File: config.mk
export PLATFORM = sky130hd
export DESIGN_NAME = pulse_burst_counter_flat
export DESIGN_NICKNAME = d
export VERILOG_FILES = /design/src/rtl/pulse_burst_counter_if.sv /design/src/rtl/pulse_burst_counter.sv /design/src/flat_wrapper.sv
export SDC_FILE = /design/constraint.sdc
export NUM_CORES = 1
export LEC_CHECK = 0
export CORE_MARGIN = 3
export CORE_UTILIZATION = 54
export DETAILED_ROUTE_END_ITERATION = 12
export GPL_TIMING_DRIVEN = 0
export PLACE_DENSITY_LB_ADDON = 0.25
export SETUP_SLACK_MARGIN = 0.3
export SLEW_MARGIN = 10
export SYNTH_ARGS = -nofsm -noshare
export SYNTH_HDL_FRONTEND = slang
export SYNTH_SLANG_ARGS = --single-unit
File: constraint.sdc
create_clock -name clock -period 3.9 [get_ports clock]
set_input_delay 1.17 -clock clock [delete_from_list [all_inputs] [get_ports clock]]
set_output_delay 1.17 -clock clock [all_outputs]
set_load 0.1 [all_outputs]
File: src/rtl/pulse_burst_counter_if.sv
// -----------------------------------------------------------------------------
// pulse_burst_counter_if
//   Bus between a pulse-burst measurement client and pulse_burst_counter.
//
//   Parameters
//     CW        width of the edge count
//
//   Signals
//     signal_in  pulse stream under measurement      (client -> counter)
//     start      measurement request                 (client -> counter)
//     busy       counting window open                (counter -> client)
//     done       one-cycle completion strobe         (counter -> client)
//     count      rising edges seen in the last window (counter -> client)
//     overflow   count saturated in the last window  (counter -> client)
//
//   Modports: master = client side, slave = counter side.
// -----------------------------------------------------------------------------
interface pulse_burst_counter_if #(
    parameter int CW = 8
);
    logic          signal_in;
    logic          start;
    logic          busy;
    logic          done;
    logic [CW-1:0] count;
    logic          overflow;

    modport master (
        output signal_in, start,
        input  busy, done, count, overflow
    );

    modport slave (
        input  signal_in, start,
        output busy, done, count, overflow
    );
endinterface

File: src/rtl/pulse_burst_counter.sv
// -----------------------------------------------------------------------------
// pulse_burst_counter
//   Samples a pulse stream, detects rising edges and, on request, counts them
//   over a fixed window of WINDOW clock cycles. The result is reported with a
//   one-cycle done strobe; the count saturates at 2^CW-1 and flags overflow.
//
//   Parameters
//     WINDOW   counting window length in clock cycles (>= 1)
//     CW       edge count width
//
//   Ports
//     clock    clock, all state updates on the rising edge
//     reset_n  synchronous active-low reset
//     bus      pulse_burst_counter_if.slave (signal_in, start, busy, done,
//              count, overflow)
//
//   Build option
//     PULSE_SYNC_EN  when defined, signal_in passes through a two-flop
//                    synchronizer (edge-to-count latency 2 cycles); otherwise
//                    a single register for same-edge synchronous sources
//                    (latency 1 cycle).
// -----------------------------------------------------------------------------
module pulse_burst_counter #(
    parameter int WINDOW = 16,
    parameter int CW     = 8
) (
    input  logic                  clock,
    input  logic                  reset_n,
    pulse_burst_counter_if.slave  bus
);

    localparam int WW = (WINDOW > 1) ? $clog2(WINDOW) : 1;

    localparam logic [1:0] S_IDLE  = 2'd0;
    localparam logic [1:0] S_COUNT = 2'd1;
    localparam logic [1:0] S_DONE  = 2'd2;

    logic [1:0]    state_q, state_d;
    logic [WW-1:0] win_q,   win_d;
    logic [CW-1:0] count_q, count_d;
    logic          ovf_q,   ovf_d;
    logic          s1_q;
    logic          prev_q;
    logic          edge_w;

    // ---------------------------------------------------------------------
    // Input sampling
    // ---------------------------------------------------------------------
`ifdef PULSE_SYNC_EN
    logic s0_q;

    always_ff @(posedge clock) begin
        if (!reset_n) begin
            s0_q <= 1'b0;
            s1_q <= 1'b0;
        end else begin
            s0_q <= bus.signal_in;
            s1_q <= s0_q;
        end
    end
`else
    always_ff @(posedge clock) begin
        if (!reset_n) begin
            s1_q <= 1'b0;
        end else begin
            s1_q <= bus.signal_in;
        end
    end
`endif

    // prev tracks s1 in every state, so a level that is already high when
    // the window opens never looks like an edge.
    always_ff @(posedge clock) begin
        if (!reset_n) begin
            prev_q <= 1'b0;
        end else begin
            prev_q <= s1_q;
        end
    end

    assign edge_w = s1_q & ~prev_q;

    // ---------------------------------------------------------------------
    // Measurement FSM
    // ---------------------------------------------------------------------
    always_comb begin
        state_d = state_q;
        win_d   = win_q;
        count_d = count_q;
        ovf_d   = ovf_q;
        case (state_q)
            S_IDLE: begin
                if (bus.start) begin
                    state_d = S_COUNT;
                    win_d   = WW'(WINDOW - 1);
                    count_d = '0;
                    ovf_d   = 1'b0;
                end
            end
            S_COUNT: begin
                if (edge_w) begin
                    if (&count_q) begin
                        ovf_d = 1'b1;
                    end else begin
                        count_d = count_q + 1'b1;
                    end
                end
                // An edge in the final cycle (win_q == 0) is still counted above.
                if (win_q == '0) begin
                    state_d = S_DONE;
                end else begin
                    win_d = win_q - 1'b1;
                end
            end
            S_DONE: begin
                state_d = S_IDLE;
            end
            default: begin
                state_d = S_IDLE;
            end
        endcase
    end

    always_ff @(posedge clock) begin
        if (!reset_n) begin
            state_q <= S_IDLE;
            win_q   <= '0;
            count_q <= '0;
            ovf_q   <= 1'b0;
        end else begin
            state_q <= state_d;
            win_q   <= win_d;
            count_q <= count_d;
            ovf_q   <= ovf_d;
        end
    end

    assign bus.busy     = (state_q == S_COUNT);
    assign bus.done     = (state_q == S_DONE);
    assign bus.count    = count_q;
    assign bus.overflow = ovf_q;

endmodule

File: src/flat_wrapper.sv
// flat-port wrapper written by rule: the top's interface ports become plain ports
module pulse_burst_counter_flat 
#(
    parameter int WINDOW = 16,
    parameter int CW     = 8
)
  (clock, reset_n, bus_signal_in, bus_start, bus_busy, bus_done, bus_count, bus_overflow);
  pulse_burst_counter_if #(.CW(CW)) bus_i ();
  input  logic clock;
  input  logic reset_n;
  input wire logic [$bits(bus_i.signal_in)-1:0] bus_signal_in;
  input wire logic [$bits(bus_i.start)-1:0] bus_start;
  output wire logic [$bits(bus_i.busy)-1:0] bus_busy;
  output wire logic [$bits(bus_i.done)-1:0] bus_done;
  output wire logic [$bits(bus_i.count)-1:0] bus_count;
  output wire logic [$bits(bus_i.overflow)-1:0] bus_overflow;
  assign bus_i.signal_in = bus_signal_in;
  assign bus_i.start = bus_start;
  assign bus_busy = bus_i.busy;
  assign bus_done = bus_i.done;
  assign bus_count = bus_i.count;
  assign bus_overflow = bus_i.overflow;
  pulse_burst_counter #(.WINDOW(WINDOW), .CW(CW)) u_core (.clock(clock), .reset_n(reset_n), .bus(bus_i));
endmodule
==> metrics.md <==
| Metric | Value |
|---|---|
| Status | finished clean |
| Syn_nets | 97 |
| DIE AREA | 0.00207 mm2 |
| P_sw | 0.110 mW |
| Max Slew Vio Count | 0 |
| CTS Root Cell | clkbuf_4 |
| Post-CTS setup buffer count | 0 |
| Family with the most delay on the worst path | buffers and inverters |
| Fill count | 116 |
| RR Endpoint | u_core.bus.count[6]$_SDFFE_PN0P_ |
| Final RePlAce weighted congestion | 0.843 |
| Top cells by count, synth | 17 x dfxtp_1, 10 x nand3_1, 7 x nand2_1 |
| CTS Buffer Depth | 2 |
| Lkg Pwr | 0.390 nW |
| Clk Latency, worst-skew pair | 290 ps |
| Worst r2r src | u_core.bus.count[0]$_SDFFE_PN0P_ |
| Reg clk slew, reported paths | 90 ps |
| CTS sink count | 17 |
| Setup TNS | 0 ps |
| Hold Crit Depth | 2 |
| Max Clock Skew | 2.54 ps |
| Peak Freq | 288 MHz |
| Dpl hpwl | 1.32 mm |
| CTS-repair resized insts | 0 |
| Fin util | 0.746 |
| Seq pwr share | 0.531 |
| P per Cell Area | 348 mW/mm2 |
| Number of synthesized flops with an enable pin | 0 |
| Async SR Flop Fraction | 0 |
| Min-Delay Path Class | reg -> reg |
| Nets | 116 |
| CP Data Required Time | 2730 ps |
| Slowest cell delay on critical path | 1160 ps |
| DR pass1 iterations | 4 |
| Yosys warnings | 0 |
| Initial antenna violation count | 0 |
| Crit Path Class | reg -> out |
| Drt drc | 0 |
| Worst R2R Path Depth | 4 |
| WP data arrival | 2300 ps |
| WL per Instance | 15.5 um |
| Number of global-route vias before repair | 746 |
| Synth area leader | dfxtp_1 |
| Hold_sp | u_core.win_q[0]$_SDFFE_PN0P_ |
| Area grow syn2layout | 22.1% |
| R2R setup slack | 2390 ps |
| Final Hold Fails | 0 |
| RSZ-0062 raised after global routing | no |
| Boundary Pins | 15 |
| Minimum clock period | 3470 ps |
| H-tree depth reported by CTS | 1 |
| 1st-iter DRT viols | 15 |
| Switching part of the total | 0.307 |
| Post-synth top area share | 0.403 |
| Grt ovf | 0 |
| Internal Power | 0.248 mW |
| Crit path capture type | output port |
| Die Y | 45.5 um |
| Worst-margin pin slew | 972 ps |
| CP bufs+invs | 2 |
| Sequential cell area | 340 um2 |
| Routed wire length | 1.92 mm |
| Worst path slowest cell | clkdlybuf4s50_1 |
| Setup slack at placement | 758 ps |
| Die Wd | 45.5 um |
| Wire length of the first global-routing pass | 3.32 mm |
| Initial Util | 0.611 |
| Final worst slack | 428 ps |
| Layout cell share with drive strength beyond 1 | 0.101 |
| Rel. slew slack | 0.350 |
| Num rows | 13 |
| Maximum capacitance violations | 0 |
| CTS tree | yes |
| Global-route usage over all layers | 0.224 |
| Area taken by multi-input logic gates | 477 um2 |
| Cell count after synthesis | 91 |
| Most common cell in the netlist | dfxtp_1 |
| Post-DRT Antenna Nets | 0 |
| PortBufs | 14 |
| Cells along the critical path | nand2b_1, inv_2, clkdlybuf4s50_1 |
| CTS Hold Buffers Added | 0 |
| FF+latch count, synth | 17 |
| Most used DFF post-synth | dfxtp_1 |
| Startpoint Class | flop |
| CORE AREA | 0.00138 mm2 |
| Largest net degree at the start of global routing | 11 |
| Via density | 6.20 |
| Final setup fails | 0 |
| Sequential share of the synthesized area | 0.403 |
| Yosys cell types | 38 |
| Syn_area_per_cell | 9.28 um2 |
| Routed via count | 769 |
| ANT cells | 0 |
| Combinational Power Share | 0.206 |
| CTS Buf Count | 3 |
| Hold EP | u_core.win_q[0]$_SDFFE_PN0P_ |
| Clock power frac | 0.263 |
| Synthesized area | 845 um2 |
| Final period util | 0.890 |
| Peak supply drop | 215 uV |
| Crit path max fanout | 9 |
| Synth area leaders | dfxtp_1 40%, nand3_1 5.9%, o221a_1 4.0% |
-- metal layers --
layer	share of wire	GRT usage	vias to the layer above
li1	-	-	376
met2	0.49	0.373	36
met4	0.0068	0.0760	0
met1	0.43	0.275	355
met5	0	0	-
met3	0.075	0.0593	2
-- layout make-up --
class	count	share of cell area
tap	15	0.0182
multi-input combinational	67	0.462
clock inverter	1	0.00485
sequential	17	0.330
buffer	2	0.00850
inverter	5	0.0182
timing repair buffer	14	0.136
clock buffer	3	0.0218
-- worst max path at each step --
stage,start,to,slack [ps],cells past startpoint
floorplan,u_core.state_q[1]$_SDFFE_PN0P_,bus_done,1040,1
global placement,u_core.state_q[0]$_SDFFE_PN0P_,bus_busy,780,3
detailed placement,u_core.state_q[0]$_SDFFE_PN0P_,bus_busy,760,3
CTS,u_core.state_q[0]$_SDFFE_PN0P_,bus_busy,410,3
global route,u_core.state_q[0]$_SDFFE_PN0P_,bus_busy,320,3
finish,u_core.state_q[0]$_SDFFE_PN0P_,bus_busy,430,3
-- worst reg2reg max path, cell delays in order, from the launching register on --
cell and delay (ps):
dfxtp_1 420, ha_1 320, nand2_1 100, or4_1 420, a31oi_1 180
-- flip-flops by register name (all words and copies together) (netlist names) --
signal               cells
u_core.prev_q            1
u_core.win_q             4
u_core.bus.overflow      1
u_core.bus.count         8
u_core.s1_q              1
u_core.state_q           2
-- metrics by stage --
stage	std cells	power [mW]	hold WS (ps)	instance area [um2]
floorplan	91	0.248	456	845
global placement	120	0.265	475	1000
detailed placement	120	0.268	480	1000
CTS	124	0.360	497	1030
global route	124	0.375	535	1030
finish	124	0.358	497	1030
-- placed cells by master, fill, tap and decap left out, types with 2 or more instances in the layout --
cell | synthesis | final
dfxtp_1 | 17 | 17
clkdlybuf4s50_1 | 0 | 14
nand3_1 | 10 | 10
nand2_1 | 7 | 7
inv_1 | 4 | 4
nor2_1 | 4 | 4
o21ai_0 | 3 | 3
a21oi_1 | 3 | 3
a21boi_1 | 3 | 3
and2_1 | 3 | 3
o221a_1 | 3 | 3
clkbuf_4 | 0 | 3
nor3b_1 | 2 | 2
a31oi_1 | 2 | 2
and3_1 | 2 | 2
a21boi_0 | 2 | 2
o211a_1 | 2 | 2
ha_1 | 2 | 2
-- cell families after synthesis --
kind of cell / share of synthesized area
flip-flops: 0.403
XOR/XNOR: 0.0104
multiplexers: 0.0119
AND/OR/NAND/NOR: 0.301
adder cells (fa/ha/maj): 0.0296
AO/OA/AOI/OAI: 0.212
buffers and inverters: 0.0326
-- power by group through the flow --
stage / sequential (mW) / clock [mW] / combinational (mW)
after floorplan: 0.196 / 0 / 0.0527
after global placement: 0.194 / 0 / 0.0710
after detailed placement: 0.195 / 0 / 0.0731
after CTS: 0.191 / 0.0964 / 0.0734
after global routing: 0.192 / 0.101 / 0.0814
final: 0.191 / 0.0942 / 0.0738
Note: power is estimated with default switching activity, not from simulation.
